===== src/rtl/sdram_pro_arbit_pkg.sv =====
// Shared types for the SDRAM command-bus arbiter: FSM states, SDRAM command
// encodings ({cs_n,ras_n,cas_n,we_n}) and the grant vector.
package sdram_pro_arbit_pkg;

  typedef enum logic [2:0] {
    ST_INIT  = 3'd0,
    ST_ARBIT = 3'd1,
    ST_AREF  = 3'd2,
    ST_WRITE = 3'd3,
    ST_READ  = 3'd4
  } arb_state_e;

  typedef enum logic [3:0] {
    SD_MODE_REG_SET  = 4'b0000,
    SD_AUTO_REFRESH  = 4'b0001,
    SD_PRECHARGE     = 4'b0010,
    SD_ACTIVE        = 4'b0011,
    SD_WRITE         = 4'b0100,
    SD_READ          = 4'b0101,
    SD_BURST_TERM    = 4'b0110,
    SD_NOP           = 4'b0111
  } sdram_cmd_e;

  typedef struct packed {
    logic aref;
    logic wr;
    logic rd;
  } grant_t;

endpackage


===== src/rtl/sdram_pro_arbit_if.sv =====
// Bundle of the init/refresh/write/read engine buses, their grants and the
// SDRAM pin-side bus. slave = arbiter view, master = engines/pins view.
interface sdram_pro_arbit_if #(
  parameter int ADDR_W = 12,
  parameter int BANK_W = 2,
  parameter int DQ_W   = 16
);

  logic              init_end;
  logic [3:0]        init_cmd;
  logic [ADDR_W-1:0] init_addr;
  logic [BANK_W-1:0] init_bank;

  logic              aref_req;
  logic              aref_end;
  logic [3:0]        aref_cmd;
  logic [ADDR_W-1:0] aref_addr;
  logic [BANK_W-1:0] aref_bank;
  logic              aref_en;

  logic              wr_req;
  logic              wr_end;
  logic [3:0]        wr_cmd;
  logic [ADDR_W-1:0] wr_addr;
  logic [BANK_W-1:0] wr_bank;
  logic              wr_sdram_en;
  logic [DQ_W-1:0]   wr_sdram_data;
  logic              wr_en;

  logic              rd_req;
  logic              rd_end;
  logic [3:0]        rd_cmd;
  logic [ADDR_W-1:0] rd_addr;
  logic [BANK_W-1:0] rd_bank;
  logic              rd_en;

  logic              sdram_cke;
  logic [3:0]        sdram_cmd;
  logic [ADDR_W-1:0] sdram_addr;
  logic [BANK_W-1:0] sdram_bank;
  logic              sdram_dq_oe;
  logic [DQ_W-1:0]   sdram_dq_out;

  modport slave (
    input  init_end, init_cmd, init_addr, init_bank,
    input  aref_req, aref_end, aref_cmd, aref_addr, aref_bank,
    input  wr_req, wr_end, wr_cmd, wr_addr, wr_bank, wr_sdram_en, wr_sdram_data,
    input  rd_req, rd_end, rd_cmd, rd_addr, rd_bank,
    output aref_en, wr_en, rd_en,
    output sdram_cke, sdram_cmd, sdram_addr, sdram_bank, sdram_dq_oe, sdram_dq_out
  );

  modport master (
    output init_end, init_cmd, init_addr, init_bank,
    output aref_req, aref_end, aref_cmd, aref_addr, aref_bank,
    output wr_req, wr_end, wr_cmd, wr_addr, wr_bank, wr_sdram_en, wr_sdram_data,
    output rd_req, rd_end, rd_cmd, rd_addr, rd_bank,
    input  aref_en, wr_en, rd_en,
    input  sdram_cke, sdram_cmd, sdram_addr, sdram_bank, sdram_dq_oe, sdram_dq_out
  );

endinterface


===== src/rtl/sdram_pro_arbit.sv =====
// SDRAM command-bus arbiter: waits for init, then grants the pins to refresh >
// write > read, each grant running to completion. Define ARBIT_ROUND_ROBIN_EN
// to alternate write/read priority when both are pending.
module sdram_pro_arbit
  import sdram_pro_arbit_pkg::*;
#(
  parameter int         ADDR_W  = 12,
  parameter int         BANK_W  = 2,
  parameter int         DQ_W    = 16,
  parameter logic [3:0] CMD_NOP = SD_NOP
) (
  input logic               sys_clk,
  input logic               sys_rst_n,
  sdram_pro_arbit_if.slave  bus
);

  arb_state_e state;
  arb_state_e next_state;
  grant_t     grant_q;
  grant_t     grant_d;
  logic       rd_armed;
  logic       read_turn;

  // NOTE: async reset belongs only on control state; data paths here are
  // purely combinational so nothing wide needs resetting.
  always_ff @(posedge sys_clk or negedge sys_rst_n) begin
    if (!sys_rst_n) begin
      state   <= ST_INIT;
      grant_q <= '0;
    end else begin
      // NOTE: non-blocking so every flop samples pre-edge values together.
      state   <= next_state;
      grant_q <= grant_d;
    end
  end

  // A lingering rd_end from the previous burst must be seen low once before
  // the current READ may end, so a fresh grant is never zero length.
  always_ff @(posedge sys_clk or negedge sys_rst_n) begin
    if (!sys_rst_n) begin
      rd_armed <= 1'b0;
    end else if (state != ST_READ) begin
      rd_armed <= 1'b0;
    end else if (!bus.rd_end) begin
      rd_armed <= 1'b1;
    end
  end

`ifdef ARBIT_ROUND_ROBIN_EN
  logic last_wr;

  always_ff @(posedge sys_clk or negedge sys_rst_n) begin
    if (!sys_rst_n) begin
      last_wr <= 1'b0;
    end else if (state == ST_WRITE && next_state == ST_ARBIT) begin
      last_wr <= 1'b1;
    end else if (state == ST_READ && next_state == ST_ARBIT) begin
      last_wr <= 1'b0;
    end
  end

  assign read_turn = last_wr;
`else
  assign read_turn = 1'b0;
`endif

  always_comb begin
    // NOTE: defaults first so no path leaves a variable unassigned (no latch).
    next_state = state;
    case (state)
      ST_INIT: begin
        if (bus.init_end) next_state = ST_ARBIT;
      end
      ST_ARBIT: begin
        if (bus.aref_req) begin
          next_state = ST_AREF;
        end else if (bus.wr_req && !(bus.rd_req && read_turn)) begin
          next_state = ST_WRITE;
        end else if (bus.rd_req) begin
          next_state = ST_READ;
        end
      end
      ST_AREF: begin
        if (bus.aref_end) next_state = ST_ARBIT;
      end
      ST_WRITE: begin
        if (bus.wr_end) next_state = ST_ARBIT;
      end
      ST_READ: begin
        if (bus.rd_end && rd_armed) next_state = ST_ARBIT;
      end
      default: next_state = ST_INIT;
    endcase

    grant_d.aref = (next_state == ST_AREF);
    grant_d.wr   = (next_state == ST_WRITE);
    grant_d.rd   = (next_state == ST_READ);
  end

  assign bus.aref_en   = grant_q.aref;
  assign bus.wr_en     = grant_q.wr;
  assign bus.rd_en     = grant_q.rd;
  assign bus.sdram_cke = 1'b1;

  // Pin mux: the owner's bus passes straight through; idle drives NOP/all-ones.
  always_comb begin
    bus.sdram_cmd    = CMD_NOP;
    bus.sdram_addr   = {ADDR_W{1'b1}};
    bus.sdram_bank   = {BANK_W{1'b1}};
    bus.sdram_dq_oe  = 1'b0;
    bus.sdram_dq_out = {DQ_W{1'b0}};
    case (state)
      ST_INIT: begin
        bus.sdram_cmd  = bus.init_cmd;
        bus.sdram_addr = bus.init_addr;
        bus.sdram_bank = bus.init_bank;
      end
      ST_AREF: begin
        bus.sdram_cmd  = bus.aref_cmd;
        bus.sdram_addr = bus.aref_addr;
        bus.sdram_bank = bus.aref_bank;
      end
      ST_WRITE: begin
        bus.sdram_cmd    = bus.wr_cmd;
        bus.sdram_addr   = bus.wr_addr;
        bus.sdram_bank   = bus.wr_bank;
        bus.sdram_dq_oe  = bus.wr_sdram_en;
        bus.sdram_dq_out = bus.wr_sdram_data;
      end
      ST_READ: begin
        bus.sdram_cmd  = bus.rd_cmd;
        bus.sdram_addr = bus.rd_addr;
        bus.sdram_bank = bus.rd_bank;
      end
      default: ;
    endcase
  end

endmodule


===== src/flat_wrapper.sv =====
// flat-port wrapper written by rule: the top's interface ports become plain ports
module sdram_pro_arbit_flat import sdram_pro_arbit_pkg::*;
#(
  parameter int         ADDR_W  = 12,
  parameter int         BANK_W  = 2,
  parameter int         DQ_W    = 16,
  parameter logic [3:0] CMD_NOP = SD_NOP
)
  (sys_clk, sys_rst_n, bus_init_end, bus_init_cmd, bus_init_addr, bus_init_bank, bus_aref_req, bus_aref_end, bus_aref_cmd, bus_aref_addr, bus_aref_bank, bus_wr_req, bus_wr_end, bus_wr_cmd, bus_wr_addr, bus_wr_bank, bus_wr_sdram_en, bus_wr_sdram_data, bus_rd_req, bus_rd_end, bus_rd_cmd, bus_rd_addr, bus_rd_bank, bus_aref_en, bus_wr_en, bus_rd_en, bus_sdram_cke, bus_sdram_cmd, bus_sdram_addr, bus_sdram_bank, bus_sdram_dq_oe, bus_sdram_dq_out);
  sdram_pro_arbit_if #(.ADDR_W(ADDR_W), .BANK_W(BANK_W), .DQ_W(DQ_W)) bus_i ();
  input logic sys_clk;
  input logic sys_rst_n;
  input wire logic [$bits(bus_i.init_end)-1:0] bus_init_end;
  input wire logic [$bits(bus_i.init_cmd)-1:0] bus_init_cmd;
  input wire logic [$bits(bus_i.init_addr)-1:0] bus_init_addr;
  input wire logic [$bits(bus_i.init_bank)-1:0] bus_init_bank;
  input wire logic [$bits(bus_i.aref_req)-1:0] bus_aref_req;
  input wire logic [$bits(bus_i.aref_end)-1:0] bus_aref_end;
  input wire logic [$bits(bus_i.aref_cmd)-1:0] bus_aref_cmd;
  input wire logic [$bits(bus_i.aref_addr)-1:0] bus_aref_addr;
  input wire logic [$bits(bus_i.aref_bank)-1:0] bus_aref_bank;
  input wire logic [$bits(bus_i.wr_req)-1:0] bus_wr_req;
  input wire logic [$bits(bus_i.wr_end)-1:0] bus_wr_end;
  input wire logic [$bits(bus_i.wr_cmd)-1:0] bus_wr_cmd;
  input wire logic [$bits(bus_i.wr_addr)-1:0] bus_wr_addr;
  input wire logic [$bits(bus_i.wr_bank)-1:0] bus_wr_bank;
  input wire logic [$bits(bus_i.wr_sdram_en)-1:0] bus_wr_sdram_en;
  input wire logic [$bits(bus_i.wr_sdram_data)-1:0] bus_wr_sdram_data;
  input wire logic [$bits(bus_i.rd_req)-1:0] bus_rd_req;
  input wire logic [$bits(bus_i.rd_end)-1:0] bus_rd_end;
  input wire logic [$bits(bus_i.rd_cmd)-1:0] bus_rd_cmd;
  input wire logic [$bits(bus_i.rd_addr)-1:0] bus_rd_addr;
  input wire logic [$bits(bus_i.rd_bank)-1:0] bus_rd_bank;
  output wire logic [$bits(bus_i.aref_en)-1:0] bus_aref_en;
  output wire logic [$bits(bus_i.wr_en)-1:0] bus_wr_en;
  output wire logic [$bits(bus_i.rd_en)-1:0] bus_rd_en;
  output wire logic [$bits(bus_i.sdram_cke)-1:0] bus_sdram_cke;
  output wire logic [$bits(bus_i.sdram_cmd)-1:0] bus_sdram_cmd;
  output wire logic [$bits(bus_i.sdram_addr)-1:0] bus_sdram_addr;
  output wire logic [$bits(bus_i.sdram_bank)-1:0] bus_sdram_bank;
  output wire logic [$bits(bus_i.sdram_dq_oe)-1:0] bus_sdram_dq_oe;
  output wire logic [$bits(bus_i.sdram_dq_out)-1:0] bus_sdram_dq_out;
  assign bus_i.init_end = bus_init_end;
  assign bus_i.init_cmd = bus_init_cmd;
  assign bus_i.init_addr = bus_init_addr;
  assign bus_i.init_bank = bus_init_bank;
  assign bus_i.aref_req = bus_aref_req;
  assign bus_i.aref_end = bus_aref_end;
  assign bus_i.aref_cmd = bus_aref_cmd;
  assign bus_i.aref_addr = bus_aref_addr;
  assign bus_i.aref_bank = bus_aref_bank;
  assign bus_i.wr_req = bus_wr_req;
  assign bus_i.wr_end = bus_wr_end;
  assign bus_i.wr_cmd = bus_wr_cmd;
  assign bus_i.wr_addr = bus_wr_addr;
  assign bus_i.wr_bank = bus_wr_bank;
  assign bus_i.wr_sdram_en = bus_wr_sdram_en;
  assign bus_i.wr_sdram_data = bus_wr_sdram_data;
  assign bus_i.rd_req = bus_rd_req;
  assign bus_i.rd_end = bus_rd_end;
  assign bus_i.rd_cmd = bus_rd_cmd;
  assign bus_i.rd_addr = bus_rd_addr;
  assign bus_i.rd_bank = bus_rd_bank;
  assign bus_aref_en = bus_i.aref_en;
  assign bus_wr_en = bus_i.wr_en;
  assign bus_rd_en = bus_i.rd_en;
  assign bus_sdram_cke = bus_i.sdram_cke;
  assign bus_sdram_cmd = bus_i.sdram_cmd;
  assign bus_sdram_addr = bus_i.sdram_addr;
  assign bus_sdram_bank = bus_i.sdram_bank;
  assign bus_sdram_dq_oe = bus_i.sdram_dq_oe;
  assign bus_sdram_dq_out = bus_i.sdram_dq_out;
  sdram_pro_arbit #(.ADDR_W(ADDR_W), .BANK_W(BANK_W), .DQ_W(DQ_W), .CMD_NOP(CMD_NOP)) u_core (.sys_clk(sys_clk), .sys_rst_n(sys_rst_n), .bus(bus_i));
endmodule

===== config.mk =====
export PLATFORM = sky130hd
export DESIGN_NAME = sdram_pro_arbit_flat
export DESIGN_NICKNAME = d
export VERILOG_FILES = /design/src/rtl/sdram_pro_arbit_pkg.sv /design/src/rtl/sdram_pro_arbit_if.sv /design/src/rtl/sdram_pro_arbit.sv /design/src/flat_wrapper.sv
export SDC_FILE = /design/constraint.sdc
export NUM_CORES = 1
export LEC_CHECK = 0
export ABC_CLOCK_PERIOD_IN_PS = 2500
export CORE_MARGIN = 2
export CORE_UTILIZATION = 27
export DETAILED_ROUTE_END_ITERATION = 10
export HOLD_SLACK_MARGIN = 0.12
export PLACE_DENSITY_LB_ADDON = 0.25
export SLEW_MARGIN = 10
export SYNTH_ARGS = -nofsm -noshare
export SYNTH_HDL_FRONTEND = slang
export SYNTH_SLANG_ARGS = --single-unit

===== constraint.sdc =====
create_clock -name sys_clk -period 2.5 [get_ports sys_clk]
set_input_delay 0.5 -clock sys_clk [delete_from_list [all_inputs] [get_ports sys_clk]]
set_output_delay 0.5 -clock sys_clk [all_outputs]
set_load 0.03 [all_outputs]

==> summary.md <==
| Metric | Value |
|---|---|
| Status | `finished clean` |
| Cts hold-fix bufs | `0` |
| Core box area | `3660 um2` |
| Post-Synth Adder-Cell Area | `0` |
| Syn_nets | `220` |
| Count of input and output buffers | `135` |
| Final nets | `352` |
| Routability cong. | `0.790` |
| Total grt overflow | `0` |
| Die Ht | `65.8 um` |
| Max Freq | `453 MHz` |
| WHS | `534 ps` |
| Crit Path Class | `reg -> out` |
| Fraction of registers with async set/reset | `1.00` |
| Non-filler cells, final | `around 300` |
| Synth Area in Compound Gates | `0.329` |
| Unrepaired setup endpoints after global routing | `false` |
| Via count | `1,429` |
| Post-Synth Simple-Gate Area | `0.215` |
| Crit Path Max Fanout | `18` |
| Routed Antenna Nets | `0` |
| Final WL | `4300 um` |
| Post-synth top area cell | `dfrtp_1` |
| Largest vdd supply drop | `0.636 mV` |
| Resize count post-CTS | `0` |
| Cell Rows | `22` |
| Multiplexer share of the synthesized area | `0.196` |
| Placed insts | `297` |
| Count leader, synth | `o22ai_1` |
| Worst EP required | `2000 ps` |
| Synth Area per Inst | `8.44 um2` |
| DPL Wire Length | `3570 um` |
| Worst Hold Class | `in -> async` |
| LEAKAGE | `0.986 nW` |
| P per Cell Area | `887 nW/um2` |
| DIE AREA | `4320 um2` |
| Crit start category | `register` |
| Die width | `65.8 um` |
| Final TNS setup | `0 ps` |
| Filler Cell Count | `339` |
| # IOs | `137` |
| Wire length per cell | `roughly 14 um` |
| Largest net degree at the start of global routing | `20` |
| # setup viols final | `0` |
| Max_cap viols | `0` |
| Pre-CTS setup slack | `389 ps` |
| Main synth FF type | `dfrtp_1` |
| GRT Overall Usage | `0.186` |
| Largest family of logic cells by synthesized area | `compound AO/OA/AOI/OAI gates` |
| Max Slew Vio Count | `0` |
| Clk_lat worst skew | `around 230 ps` |
| Tcrit/Tclk final | `0.883` |
| Yosys reg bits | `7` |
| Diodes inserted | `0` |
| Root buf cell | `clkbuf_8` |
| Clock buffer count from CTS | `3` |
| Area Growth Syn to Fin | `130%` |
| Worst Path Arrival | `1710 ps` |
| Avg Vias per Cell | `4.75` |
| Worst setup EP type | `primary output` |
| CTS tree | `yes` |
| Length of the first detailed-routing pass in iterations | `3` |
| Share of the synthesized area in the top cell type | `0.170` |
| # Post-CTS Setup Buffers | `0` |
| DR iter-0 viols | `67` |
| Endpoints failing hold | `0` |
| H-Tree Depth | `1` |
| Syn. warnings | `0` |
| Post-synthesis cell area | `around 1000 um2` |
| Syn Inst Count | `122` |
| Final Skew | `0.955 ps` |
| DRC Markers | `0` |
| First-pass GRT wire length | `6350 um` |
| Commonest cells post-synth | `o22ai_1 (18), a2bb2oi_1 (17), and2_1 (17), mux2_1 (11), dfrtp_1 (7)` |
| Initial Util | `0.281` |
| Setup ws final | `~290 ps` |
| Number of global-route vias before repair | `approximately 1,400` |
| Min Tclk post-route | `2210 ps` |
| Synth area leaders | `dfrtp_1 (17%), a2bb2oi_1 (14%), mux2_1 (12%), o22ai_1 (11%), and2_1 (10%)` |
| Initial antenna violation count | `0` |
| Yosys cell types | `35` |
| XOR/XNOR share of the synthesized area | `0` |
| Max clock buf depth | `2` |
| Total clock sinks | `7` |
| Post-synth EDFFs | `0` |
| Worst-path clk slew | `40 ps` |
| R2R Setup Slk | `900 ps` |
| Sequential area share after synthesis | `0.170` |
| Share of layout cells above drive strength 1 | `0.221` |
[flip-flops by register name, indices dropped and copies added, names as in the netlist]
signal and count:
u_core.bus.aref_en 1, u_core.state 3, u_core.bus.rd_en 1, u_core.bus.wr_en 1
u_core.rd_armed 1
[placed cells by master, fill, tap and decap left out, types with 2 or more instances in the layout]
cell	synthesis	final
dfrtp_1	7	7
o22ai_1	18	18
a2bb2oi_1	17	17
and2_1	17	17
clkbuf_8	0	3
mux2_1	11	11
inv_2	2	2
mux2_2	6	6
inv_1	2	2
nor2_1	3	3
nand2b_1	2	2
buf_4	2	41
clkdlybuf4s50_1	0	100
nand2_1	2	2
nor3b_1	2	2
[logic make-up (layout without fill, tap and decap cells)]
logic type,Yosys count,after routing
buffers and inverters,18,149
other,1,1
flip-flops,7,7
AND/OR/NAND/NOR,34,34
AO/OA/AOI/OAI,44,44
multiplexers,18,18
[critical path: stages (launching register included)]
cell and delay (ps):
dfrtp_1 340, buf_4 250, and3_1 510, a22o_1 220, buf_4 150
[area by class of cell]
type                       count  area, um2  area share
timing repair buffer         141       1310       0.552
inverter                       4       15.0     0.00634
tap                           48       60.1      0.0253
sequential                     7        175      0.0739
clock buffer                   4       45.0      0.0190
multi-input combinational     97        766       0.323
[where the power goes]
part	switching, mW	internal [mW]	total, mW
logic	0.985	0.777	1.76
registers	0.0380	0.146	0.184
clock network	0.0465	0.110	0.157
total	1.07	1.03	2.10
[per-stage QoR]
step | utilization | power [mW] | area [um2]
global route | 0.647 | 2.23 | 2370
floorplan | - | 1.32 | 1030
global placement | 0.635 | 1.95 | 2320
finish | 0.647 | 2.10 | 2370
detailed placement | 0.635 | 1.96 | 2320
CTS | 0.647 | 2.12 | 2370
[final timing paths]
check,start,endpoint,depth (start not counted)
max,u_core.state[1],bus_sdram_cmd[3],4
min,sys_rst_n,u_core.state[0],1
max reg2reg,u_core.state[2],u_core.bus.wr_en,4
min reg2reg,u_core.rd_armed,u_core.rd_armed,2
max in group asynchronous,sys_rst_n,u_core.rd_armed,1
min in group sys_clk,u_core.rd_armed,u_core.rd_armed,2
[metal layers]
layer | vias to the layer above | part of all wire | GRT usage
met3 | 8 | 0.034 | 0.0188
met2 | 46 | 0.56 | 0.350
li1 | 727 | - | -
met5 | - | 0 | 0
met1 | 648 | 0.39 | 0.215
met4 | 0 | 0.019 | 0.0625
No activity file was read; power rests on OpenSTA's default activity.
